`config.mk`:
```
export PLATFORM = sky130hd
export DESIGN_NAME = button_step
export DESIGN_NICKNAME = d
export VERILOG_FILES = /design/src/rtl/button_step.sv
export SDC_FILE = /design/constraint.sdc
export NUM_CORES = 1
export LEC_CHECK = 0
export CAP_MARGIN = 5
export CORE_AREA = 3 3 40 42
export DETAILED_ROUTE_END_ITERATION = 8
export DIE_AREA = 0 0 43 45
export MAX_ROUTING_LAYER = met4
export PLACE_DENSITY = 0.76
export SLEW_MARGIN = 15
export SYNTH_ARGS = -nofsm -noshare
export SYNTH_HDL_FRONTEND = slang
export SYNTH_SLANG_ARGS = --single-unit
```
`constraint.sdc`:
```
create_clock -name i_clk -period 1.9 [get_ports i_clk]
set_input_delay 0.475 -clock i_clk [delete_from_list [all_inputs] [get_ports i_clk]]
set_output_delay 0.475 -clock i_clk [all_outputs]
set_load 0.01 [all_outputs]
```
`src/rtl/button_step.sv`:
```
// rtl/button_step.sv - two-button synchroniser/debouncer producing clean step pulses
//
// Purpose:
//   Turns the raw up/down push-button levels into single-cycle step pulses
//   for the decimal digit counter chain. Each channel is synchronised,
//   debounced and edge-detected. A press that lands while the other
//   button is already (debounced) held is ignored.
//
// Optional feature:
//   BUTTON_REPEAT_EN - when defined, a held and unlocked button auto-repeats:
//   first repeat p_repeat_delay cycles after the press pulse, then every
//   p_repeat_period cycles. When undefined, exactly one pulse per press.
//
// Ports:
//   i_clk      system clock, rising edge
//   i_rst      asynchronous active-high reset
//   i_btn_inc  raw "up" button level (asynchronous)
//   i_btn_dec  raw "down" button level (asynchronous)
//   o_inc      one-cycle step-up pulse (registered)
//   o_dec      one-cycle step-down pulse (registered)
//   o_held     debounced levels (registered), bit0 = inc, bit1 = dec
module button_step #(
  parameter int p_sync          = 2,
  parameter int p_debounce      = 16,
  parameter int p_repeat_delay  = 50000,
  parameter int p_repeat_period = 10000
) (
  input  logic       i_clk,
  input  logic       i_rst,
  input  logic       i_btn_inc,
  input  logic       i_btn_dec,
  output logic       o_inc,
  output logic       o_dec,
  output logic [1:0] o_held
);

  localparam int DW = $clog2(p_debounce + 1);
  localparam logic [DW-1:0] DB_LAST = DW'(p_debounce - 1);

  if (p_sync < 2 || p_debounce < 1 || p_repeat_delay < 1 || p_repeat_period < 1) begin : g_param_check
    $error("button_step: illegal parameter value");
  end

  // Channel index 0 = inc, 1 = dec throughout.
  logic [1:0]        raw;
  logic [p_sync-1:0] sync_q [2];
  logic [DW-1:0]     db_cnt [2];
  logic [1:0]        sync_lvl;
  logic [1:0]        deb_q;      // debounced level
  logic [1:0]        deb_d;      // debounced level one cycle ago, for rise detection
  logic [1:0]        deb_swap;   // the *other* channel's debounced level
  logic [1:0]        rise;
  logic [1:0]        press_ok;   // rising edge that is not locked out
  logic [1:0]        step;
  logic [1:0]        pulse_q;

  assign raw      = {i_btn_dec, i_btn_inc};
  assign deb_swap = {deb_q[0], deb_q[1]};
  assign rise     = deb_q & ~deb_d;
  // A simultaneous rise sees the other level already high, so both lock.
  assign press_ok = rise & ~deb_swap;

  always_comb begin
    sync_lvl = '0;
    for (int ch = 0; ch < 2; ch++) begin
      sync_lvl[ch] = sync_q[ch][p_sync-1];
    end
  end

`ifdef BUTTON_REPEAT_EN
  localparam int REP_MAX = (p_repeat_delay > p_repeat_period) ? p_repeat_delay : p_repeat_period;
  localparam int RW = $clog2(REP_MAX + 1);
  localparam logic [RW-1:0] REP_DELAY  = RW'(p_repeat_delay);
  localparam logic [RW-1:0] REP_PERIOD = RW'(p_repeat_period);

  // rep_cnt == 0 means the timer is idle; it is loaded with 1 on the press
  // pulse so that a count equal to the target lands exactly on the target cycle.
  logic [RW-1:0] rep_cnt [2];
  logic [1:0]    rep_first;
  logic [1:0]    rep_run;
  logic [1:0]    rep_fire;

  always_comb begin
    rep_run  = '0;
    rep_fire = '0;
    for (int ch = 0; ch < 2; ch++) begin
      // The other button going down counts as lockout: the timer dies.
      rep_run[ch]  = (rep_cnt[ch] != '0) && deb_q[ch] && !deb_swap[ch];
      rep_fire[ch] = rep_run[ch] &&
                     (rep_cnt[ch] == (rep_first[ch] ? REP_DELAY : REP_PERIOD));
    end
  end

  always_ff @(posedge i_clk or posedge i_rst) begin
    if (i_rst) begin
      for (int ch = 0; ch < 2; ch++) begin
        rep_cnt[ch] <= '0;
      end
      rep_first <= '0;
    end else begin
      for (int ch = 0; ch < 2; ch++) begin
        if (press_ok[ch]) begin
          rep_cnt[ch]   <= RW'(1);
          rep_first[ch] <= 1'b1;
        end else if (!rep_run[ch]) begin
          rep_cnt[ch]   <= '0;
        end else if (rep_fire[ch]) begin
          rep_cnt[ch]   <= RW'(1);
          rep_first[ch] <= 1'b0;
        end else begin
          rep_cnt[ch]   <= rep_cnt[ch] + RW'(1);
        end
      end
    end
  end

  assign step = press_ok | rep_fire;
`else
  assign step = press_ok;
`endif

  always_ff @(posedge i_clk or posedge i_rst) begin
    if (i_rst) begin
      for (int ch = 0; ch < 2; ch++) begin
        sync_q[ch] <= '0;
        db_cnt[ch] <= '0;
      end
      deb_q   <= '0;
      deb_d   <= '0;
      pulse_q <= '0;
    end else begin
      deb_d   <= deb_q;
      pulse_q <= step;
      for (int ch = 0; ch < 2; ch++) begin
        sync_q[ch] <= {sync_q[ch][p_sync-2:0], raw[ch]};
        // Level must disagree for p_debounce consecutive cycles before it
        // is accepted; any agreement restarts the count.
        if (sync_lvl[ch] == deb_q[ch]) begin
          db_cnt[ch] <= '0;
        end else if (db_cnt[ch] == DB_LAST) begin
          deb_q[ch]  <= ~deb_q[ch];
          db_cnt[ch] <= '0;
        end else begin
          db_cnt[ch] <= db_cnt[ch] + DW'(1);
        end
      end
    end
  end

  assign o_inc  = pulse_q[0];
  assign o_dec  = pulse_q[1];
  assign o_held = deb_q;

endmodule

```
==> reports/results.tsv, run 1 <==
metric	value	unit
status	complete, no violations	
relSlewSlack	83.3	%
crit_path_top_delay_cell	clkdlybuf4s50_1	
clk_latency	0.28	ns
drt-initial-drc-count	4	
hold_class	reg -> reg	
cts_buffer_depth	2	
end_kind	output pin	
finalHoldViolations	0	
dp_cells	75	
cts-htree-levels	1	
vias	378	
final_cell_mix	20 x dfrtp_1, 7 x nor2_1, 7 x clkdlybuf4s50_1, 6 x xor2_1, 4 x nand3_1	
vdd_drop_max	0.532	mV
route.met2.wl	395	µm
power_density	849	nW/µm²
diodes	0	
grt_pass1_vias	390	
cts_made_buffers	3	
max_cap_violations	0	
highest_layer	met4	
grt_overflow_total	0	
cpPeakStageDelay	0.57	ns
critPathKind	reg -> out	
cts_setup_buffers	0	
crit_path_start_kind	register	
io_buffers	7	
vias_per_cell	4.78	
antenna_found_initial	0	
ctsResizeCount	0	
wl_met1	468	µm
final_common_cell	dfrtp_1	
register_area	500	µm²
ff2ff_setup_slack	0.62	ns
yosysWarnings	0	
drtAntennaViolNets	0	
dieArea	1940	µm²
setup_tns	0	ns
cts_sinks	20	
place.gp.congestion	0.707	
synth_cells	52	
ctsRootBufferMaster	clkbuf_4	
setup_viol	0	
fin_worst_skew	0.00436	ns
layout-drive-gt1-share	9.38	%
path_clk_slew	0.10	ns
tightest_slew	0.249	ns
multi_input_area	203	µm²
grt_setup_unrepaired	no	
cts_tree	yes	
critPathRequiredTime	1.42	ns
avgSynthCellArea	13.7	µm²
hold_buffers	0	
design_area	843	µm²
num-fill-cells	97	
critPathBufInv	1	
final_cells	79	
grt_pass1_wl	1630	µm
syn_nets	58	
ys_seq_area_share	70.4	%
leakage	0.442	nW
grtUsageTotal	11.8	%
die_height	45	µm
fmax	564	MHz
dr_wl_met3	33	µm
drt-pass1-iter-count	2	
drv_slew	0	
synth_area	711	µm²
hp-start	sync_q[0]	
cp_cell_sequence	clkdlybuf4s50_1	
cp_max_fo	6	
cpLargestDelayFamily	buffers and inverters	
start_util	55.3	%
period_needed	1.77	ns
die_w	43	µm
rows	13	
pin_count	8	
drcViolationCount	0	
routedWlPerCell	11.5	µm
final_core_util	65.6	%
power	0.000716	W
critPathLaunch	o_held[1]	
synth-seq-cells	20	
grt_max_degree	21	
wl	910	µm
final_nets	71	
place_hpwl	663	µm
cp.arrival	1.30	ns
core-area	1280	µm²
areaGrowthSynthToFinish	18.7	%
period_share	93.3	%
synth_cell_types	12	
dpl-instance-area	807	µm²
timing.rr.start	db_cnt[0]	
-- state kept, by name, indices dropped and copies added, names as in the netlist --
name / flops
pulse_q: 2
deb_d: 2
o_held: 2
sync_lvl: 2
sync_q: 2
db_cnt: 10
-- power by group --
group | leakage, nW | switching (W) | internal [W]
sequential | 0.265 | 0.00000921 | 0.000440
combinational | 0.156 | 0.0000189 | 0.0000173
clock | 0.0210 | 0.000114 | 0.000116
-- routing by layer --
layer  GRT usage [%]  up-vias
met1            15.5      177
met2            18.0        6
met4            5.42        0
met3            2.39        2
li1                -      193
met5               -        -
-- Yosys cell counts, drive strengths merged --
cell type | instances | share of area (%)
mux2 | 2 | 3.2
nor2 | 7 | 3.7
and2 | 3 | 2.6
xor2 | 6 | 7.4
inv | 2 | 1.1
nand3 | 4 | 2.8
dfrtp | 20 | 70
o21ai | 2 | 1.4
and3 | 2 | 1.8
ha | 2 | 3.5
nor3b | 2 | 2.1
-- cell families after synthesis --
logic type / count (synthesis) / share of synthesized area [%]
AOI/OAI and AO/OA: 2 / 1.41
buffers and inverters: 2 / 1.06
xor gates and xnor gates: 6 / 7.39
adders and majority gates: 2 / 3.52
DFF: 20 / 70.4
and+or+nand+nor: 18 / 13.0
muxes: 2 / 3.17
-- per-stage QoR --
step	setup WS, ns	hold slack (ns)
4_1_cts	0.105	0.364
6_report	0.127	0.361
5_1_grt	0.0529	0.377
3_5_place_dp	0.425	0.338
3_3_place_gp	0.459	0.332
2_1_floorplan	0.730	0.331
-- area by class of cell --
cell class	instances	share of cell area [%]
flip-flops and latches	20	59.3
multi-input cells	30	24.0
repair buffers	8	9.20
clock buffers	4	4.30
well taps	15	2.23
inverters	2	0.890
-- path summary, 6_finish.rpt --
kind | depth (start not counted) | endpoint
setup reg to reg | 4 | o_held[1]
setup / recovery | 1 | o_held[1]
min in group asynchronous | 3 | sync_lvl[1]
max in group asynchronous | 3 | db_cnt[7]
hold reg to reg | 0 | sync_lvl[1]
hold / removal | 0 | sync_lvl[1]
(Power assumes the default switching activity.)
==> inputs of run 2 (changes only) <==
Settings changed: CAP_MARGIN 5 to 40, CTS_CLUSTER_SIZE from default to 8.
==> results of run 2 <==
No change in the layout: final DEF, timing and power equal those of run 1.
==> RTL change 1: new RTL, settings of run 1 <==
Change the parameter `p_sync` from 2 to 4.
--- a/src/rtl/button_step.sv
+++ b/src/rtl/button_step.sv
@@ -20,7 +20,7 @@
 //   o_dec      one-cycle step-down pulse (registered)
 //   o_held     debounced levels (registered), bit0 = inc, bit1 = dec
 module button_step #(
-  parameter int p_sync          = 2,
+  parameter int p_sync          = 4,
   parameter int p_debounce      = 16,
   parameter int p_repeat_delay  = 50000,
   parameter int p_repeat_period = 10000
Formal check against the unedited RTL: no difference found for any inputs over 10 cycles, from zero or initial values and one cycle with i_rst high; that may be too few to reach the edited logic, so the function may still have changed.
==> RTL change 1 against run 1 <==
- cell area grew 15%
- sequential cell count grew 4
- critical path type unchanged
- sequential share of layout area grew 2.7 points
- non-clock buffer count grew 1
- routed wire length grew 21%
- critical path depth is the same
- register-to-register slack lost 0.02 ns
- worst setup slack lost 0.050 ns
- largest power group unchanged
- area after synthesis grew 14%
- power grew 32%
- clock skew grew 0.0011 ns
==> RTL change 1: results (changes against run 1) <==
* DRT met1 WL at 514 um (+9.8%)
* Synth top area cells: dfrtp_1 74%, xor2_1 6.5%, nor2_1 3.2%, ha_1 3.1%, nand3_1 2.5%
* Clock Latency Late Sink at 0.32 ns (+0.04 ns)
* Number of DRC markers in iteration 0 at 1 (-3)
* Area growth syn-to-layout at 19.3%
* Flop pwr share at 0.572 (-0.055)
* # clk buffers at 3 (-1)
* Lkg Pwr at 0.000500 uW (+13%)
* Clk. pwr at 363 uW (+57%)
* Routed met3 length at 64 um (+94%)
* Post-synthesis mux area share at 0.0278 (-0.00391)
* Wire per inst at 13.1 um (+13%)
* GR Layer Usage met1 at 0.174 (+0.0192)
* Routed vias/inst at 5.23 (+9.2%)
* Share of layout cells above drive strength 1 at 0.101 (+0.00770)
* Outcome: completed
* Switch Pwr at 182 uW (+27%)
* Synth Area in XOR/XNOR at 0.0648 (-0.00913)
* Post-synthesis compound-gate area fraction at 0.0123 (-0.00174)
* Clk sinks at 24 (+20%)
* Mapped Nets at 62 (+6.9%)
* Nets at 76 (+7.0%)
* Post-synthesis adder-cell area fraction at 0.0309 (-0.00435)
* M3 GR Usage at 0.0717 (+0.0478)
* Worst slew pin tran at 0.345 ns (+0.0965 ns)
* M2 GR Usage at 0.213 (+0.0329)
* Largest net degree at the start of global routing at 15 (-29%)
* Clk slew on worst S/H paths at 0.13 ns (+0.03 ns)
* Final GP Congestion at 0.719 (+1.7%)
* Clock-cell share at 0.0543 (+0.0113)
* Top cells by count, synth: 24 x dfrtp_1, 7 x nor2_1, 6 x xor2_1
* DP Wirelength at 802 um (+21%)
* Bufs w/o clock at 9 (+1)
* Critical path arrival at 1.35 ns (+0.05 ns)
RTL change 1: worst reg2reg max path: stages, from the launching register on:
cell and delay [ns]:
dfrtp_1 0.39, ha_1 0.19, nand3_1 0.11, nor2_1 0.16, mux2_2 0.35
RTL change 1: worst paths after layout:
kind | end | slack [ns] | cells past startpoint | from
max in group asynchronous | sync_q[1] | 1.07 | 3 | i_rst
hold reg to reg | sync_lvl[0] | 0.36 | 0 | sync_q[6]
hold / removal | sync_lvl[0] | 0.36 | 0 | sync_q[6]
setup reg to reg | o_held[1] | 0.60 | 4 | db_cnt[0]
setup / recovery | o_held[1] | 0.08 | 1 | o_held[1]
min in group asynchronous | db_cnt[7] | 0.40 | 2 | i_rst
RTL change 1: through the flow:
step / hold slack, ns / cells / total power [uW]
after floorplan: 0.331 / 56 / 573
after global placement: 0.334 / 80 / 588
final: 0.361 / 84 / 943
after CTS: 0.366 / 84 / 953
after detailed placement: 0.336 / 80 / 591
after global routing: 0.376 / 84 / 984
==> RTL change 2: new RTL, settings of run 1 <==
Without the edit above. Register the outputs `o_inc` and `o_dec`, without a reset; this adds one clock of latency there. The other outputs are not delayed to match. Comments in the files are not updated.
--- a/src/rtl/button_step.sv
+++ b/src/rtl/button_step.sv
@@ -147,8 +147,10 @@
     end
   end
 
-  assign o_inc  = pulse_q[0];
-  assign o_dec  = pulse_q[1];
+  always_ff @(posedge i_clk) begin
+    o_inc <= pulse_q[0];
+    o_dec <= pulse_q[1];
+  end
   assign o_held = deb_q;
 
 endmodule
Behaviour: same outputs for any inputs over 10 cycles, from zero or initial values and one cycle with i_rst high; that may be too few to reach the edited logic, so the function may still have changed.
==> RTL change 2 against run 1 <==
- worst setup slack got worse by 0.014 ns
- non-clock buffer count unchanged
- count of clock-buffer cells in the layout decreased by 1
- sequential cell count increased by 2
- largest power group unchanged
- cell area increased by 3.1%
- die area unchanged
- routed wire length increased by 3.4%
- clock skew decreased by 0.0037 ns
- power increased by 1.0%
- critical endpoint is now o_held[0]
- synthesized cell count increased by 3.8%
- largest cell class unchanged
- area after synthesis increased by 5.6%
- global-route usage increased by 1.6 points
==> RTL change 2: results (changes against run 1) <==
* TritonCTS buffer count at 3 (unchanged)
* Hold Path Stages at 0 (unchanged)
* Worst vdd ir at 603 uV (+13%)
* Fillers at 110 (+13%)
* Largest net degree at the start of global routing at 14 (-33%)
* Clk slew on worst S/H paths at 0.10 ns (about the same)
* Synth top area cells: dfrtp_1 67%, xor2_1 7.0%, dfxtp_1 5.3%, nor2_1 3.5%, ha_1 3.3%
* CP peak stage delay at 0.57 ns (about the same)
* Crit-path max FO at 6 (unchanged)
* Lkg Pwr at 0.000451 uW (+2.0%)
* Total GRT Usage at 0.134 (+0.0162)
* Mapped Nets at 60 (+3.4%)
* Max_slew headroom at 0.814 (-0.0193)
* Synth unique cells at 13 (+1)
* Post-synth ARST share at 0.909 (-0.0909)
* Worst r2r path cells at 4 (unchanged)
* Final GP Congestion at 0.653 (-7.7%)
* Routed vias/inst at 5.05 (+5.5%)
* Outcome: completed
* Gr ovfl total at 0 (unchanged)
* Clock Latency Late Sink at 0.29 ns
* Highest-delay cell along the critical path: clkdlybuf4s50_1
* First-pass GRT wire length at 1750 um (+7.6%)
* Syn. warnings at 0 (unchanged)
* H-tree levels at 1 (unchanged)
* CTS Root Cell: clkbuf_4
* Port Buffer Count at 7 (unchanged)
* Hold Worst Slack at 0.355 ns (-0.00550 ns)
* Top Family by Delay on Critical Path: buffers and inverters
* Top reg by flops: db_cnt
* Number of DRC markers in iteration 0 at 9 (+5)
* Nets at 73 (+2.8%)
* Pre-Repair DR Iteration Count at 4 (+2)
* Sequential share of the synthesized area at 0.720 (+0.0158)
* Post-CTS sizing at 0 (unchanged)
* Top cells by count, synth: 20 x dfrtp_1, 7 x nor2_1, 6 x xor2_1
* Wire per inst at 11.8 um (+2.1%)
* M3 GR Usage at 0.0359 (+0.0120)
* Flip-flop count of the largest register after layout at 10 (unchanged)
* Antenna cells at 0 (unchanged)
* Number of global-route vias before repair at 434 (+11%)
* Area post-placement at 847 sq um (+5.0%)
* Fin. max-slew vios at 0 (unchanged)
* Post-CTS Setup Bufs at 0 (unchanged)
* Clock skew at 0.000612 ns (-0.00374 ns)
* DP Wirelength at 673 um (+1.5%)
* Share of layout cells above drive strength 1 at 0.0769 (-0.0168)
* M2 GR Usage at 0.186 (+0.00599)
* GR Layer Usage met1 at 0.174 (+0.0196)
* Critical path arrival at 1.31 ns
[RTL change 2: changes by cell type after synthesis, sizes merged]
cell	before	now
dfxtp	0	2
[RTL change 2: area by class of cell]
type,count,area (sq um),area share
Tap cell,15,18.8,0.0216
Timing Repair Buffer,8,77.6,0.0892
Sequential cell,22,541,0.622
Multi-Input combinational cell,30,203,0.233
Clock buffer,3,22.5,0.0259
Inverter,2,7.51,0.00863
[RTL change 2: kinds of logic after synthesis]
group	count (synthesis)	share of synthesized area
fa+ha+maj	2	0.0333
xor+xnor	6	0.0700
buf+inv	2	0.0100
compound gates	2	0.0133
flops	22	0.720
mux	2	0.0300
simple gates	18	0.123
[RTL change 2: path summary, 6_finish.rpt]
path	startpoint	to
hold reg to reg	pulse_q[0]	o_inc
setup / recovery	o_held[0]	o_held[0]
setup reg to reg	db_cnt[0]	o_held[1]
max in group asynchronous	i_rst	o_held[1]
hold / removal	pulse_q[0]	o_inc
min in group asynchronous	i_rst	db_cnt[2]
[RTL change 2: metrics by stage]
stage                     setup slack [ns]  instances
after floorplan                      0.730         54
after global placement               0.464         77
after detailed placement             0.455         77
after CTS                            0.105         80
after global routing                0.0467         80
final                                0.113         80
[RTL change 2: routing by layer]
| layer | wire, um | part of all wire |
|---|---|---|
| met1 | 450 | 0.48 |
| met2 | 444 | 0.47 |
| met3 | 46 | 0.049 |
| met4 | 0 | 0 |
| met5 | 0 | 0 |
[RTL change 2: where the power goes]
part,internal (uW),switching [uW]
combinational,17.6,18.9
clock,73.8,122
sequential,482,9.85
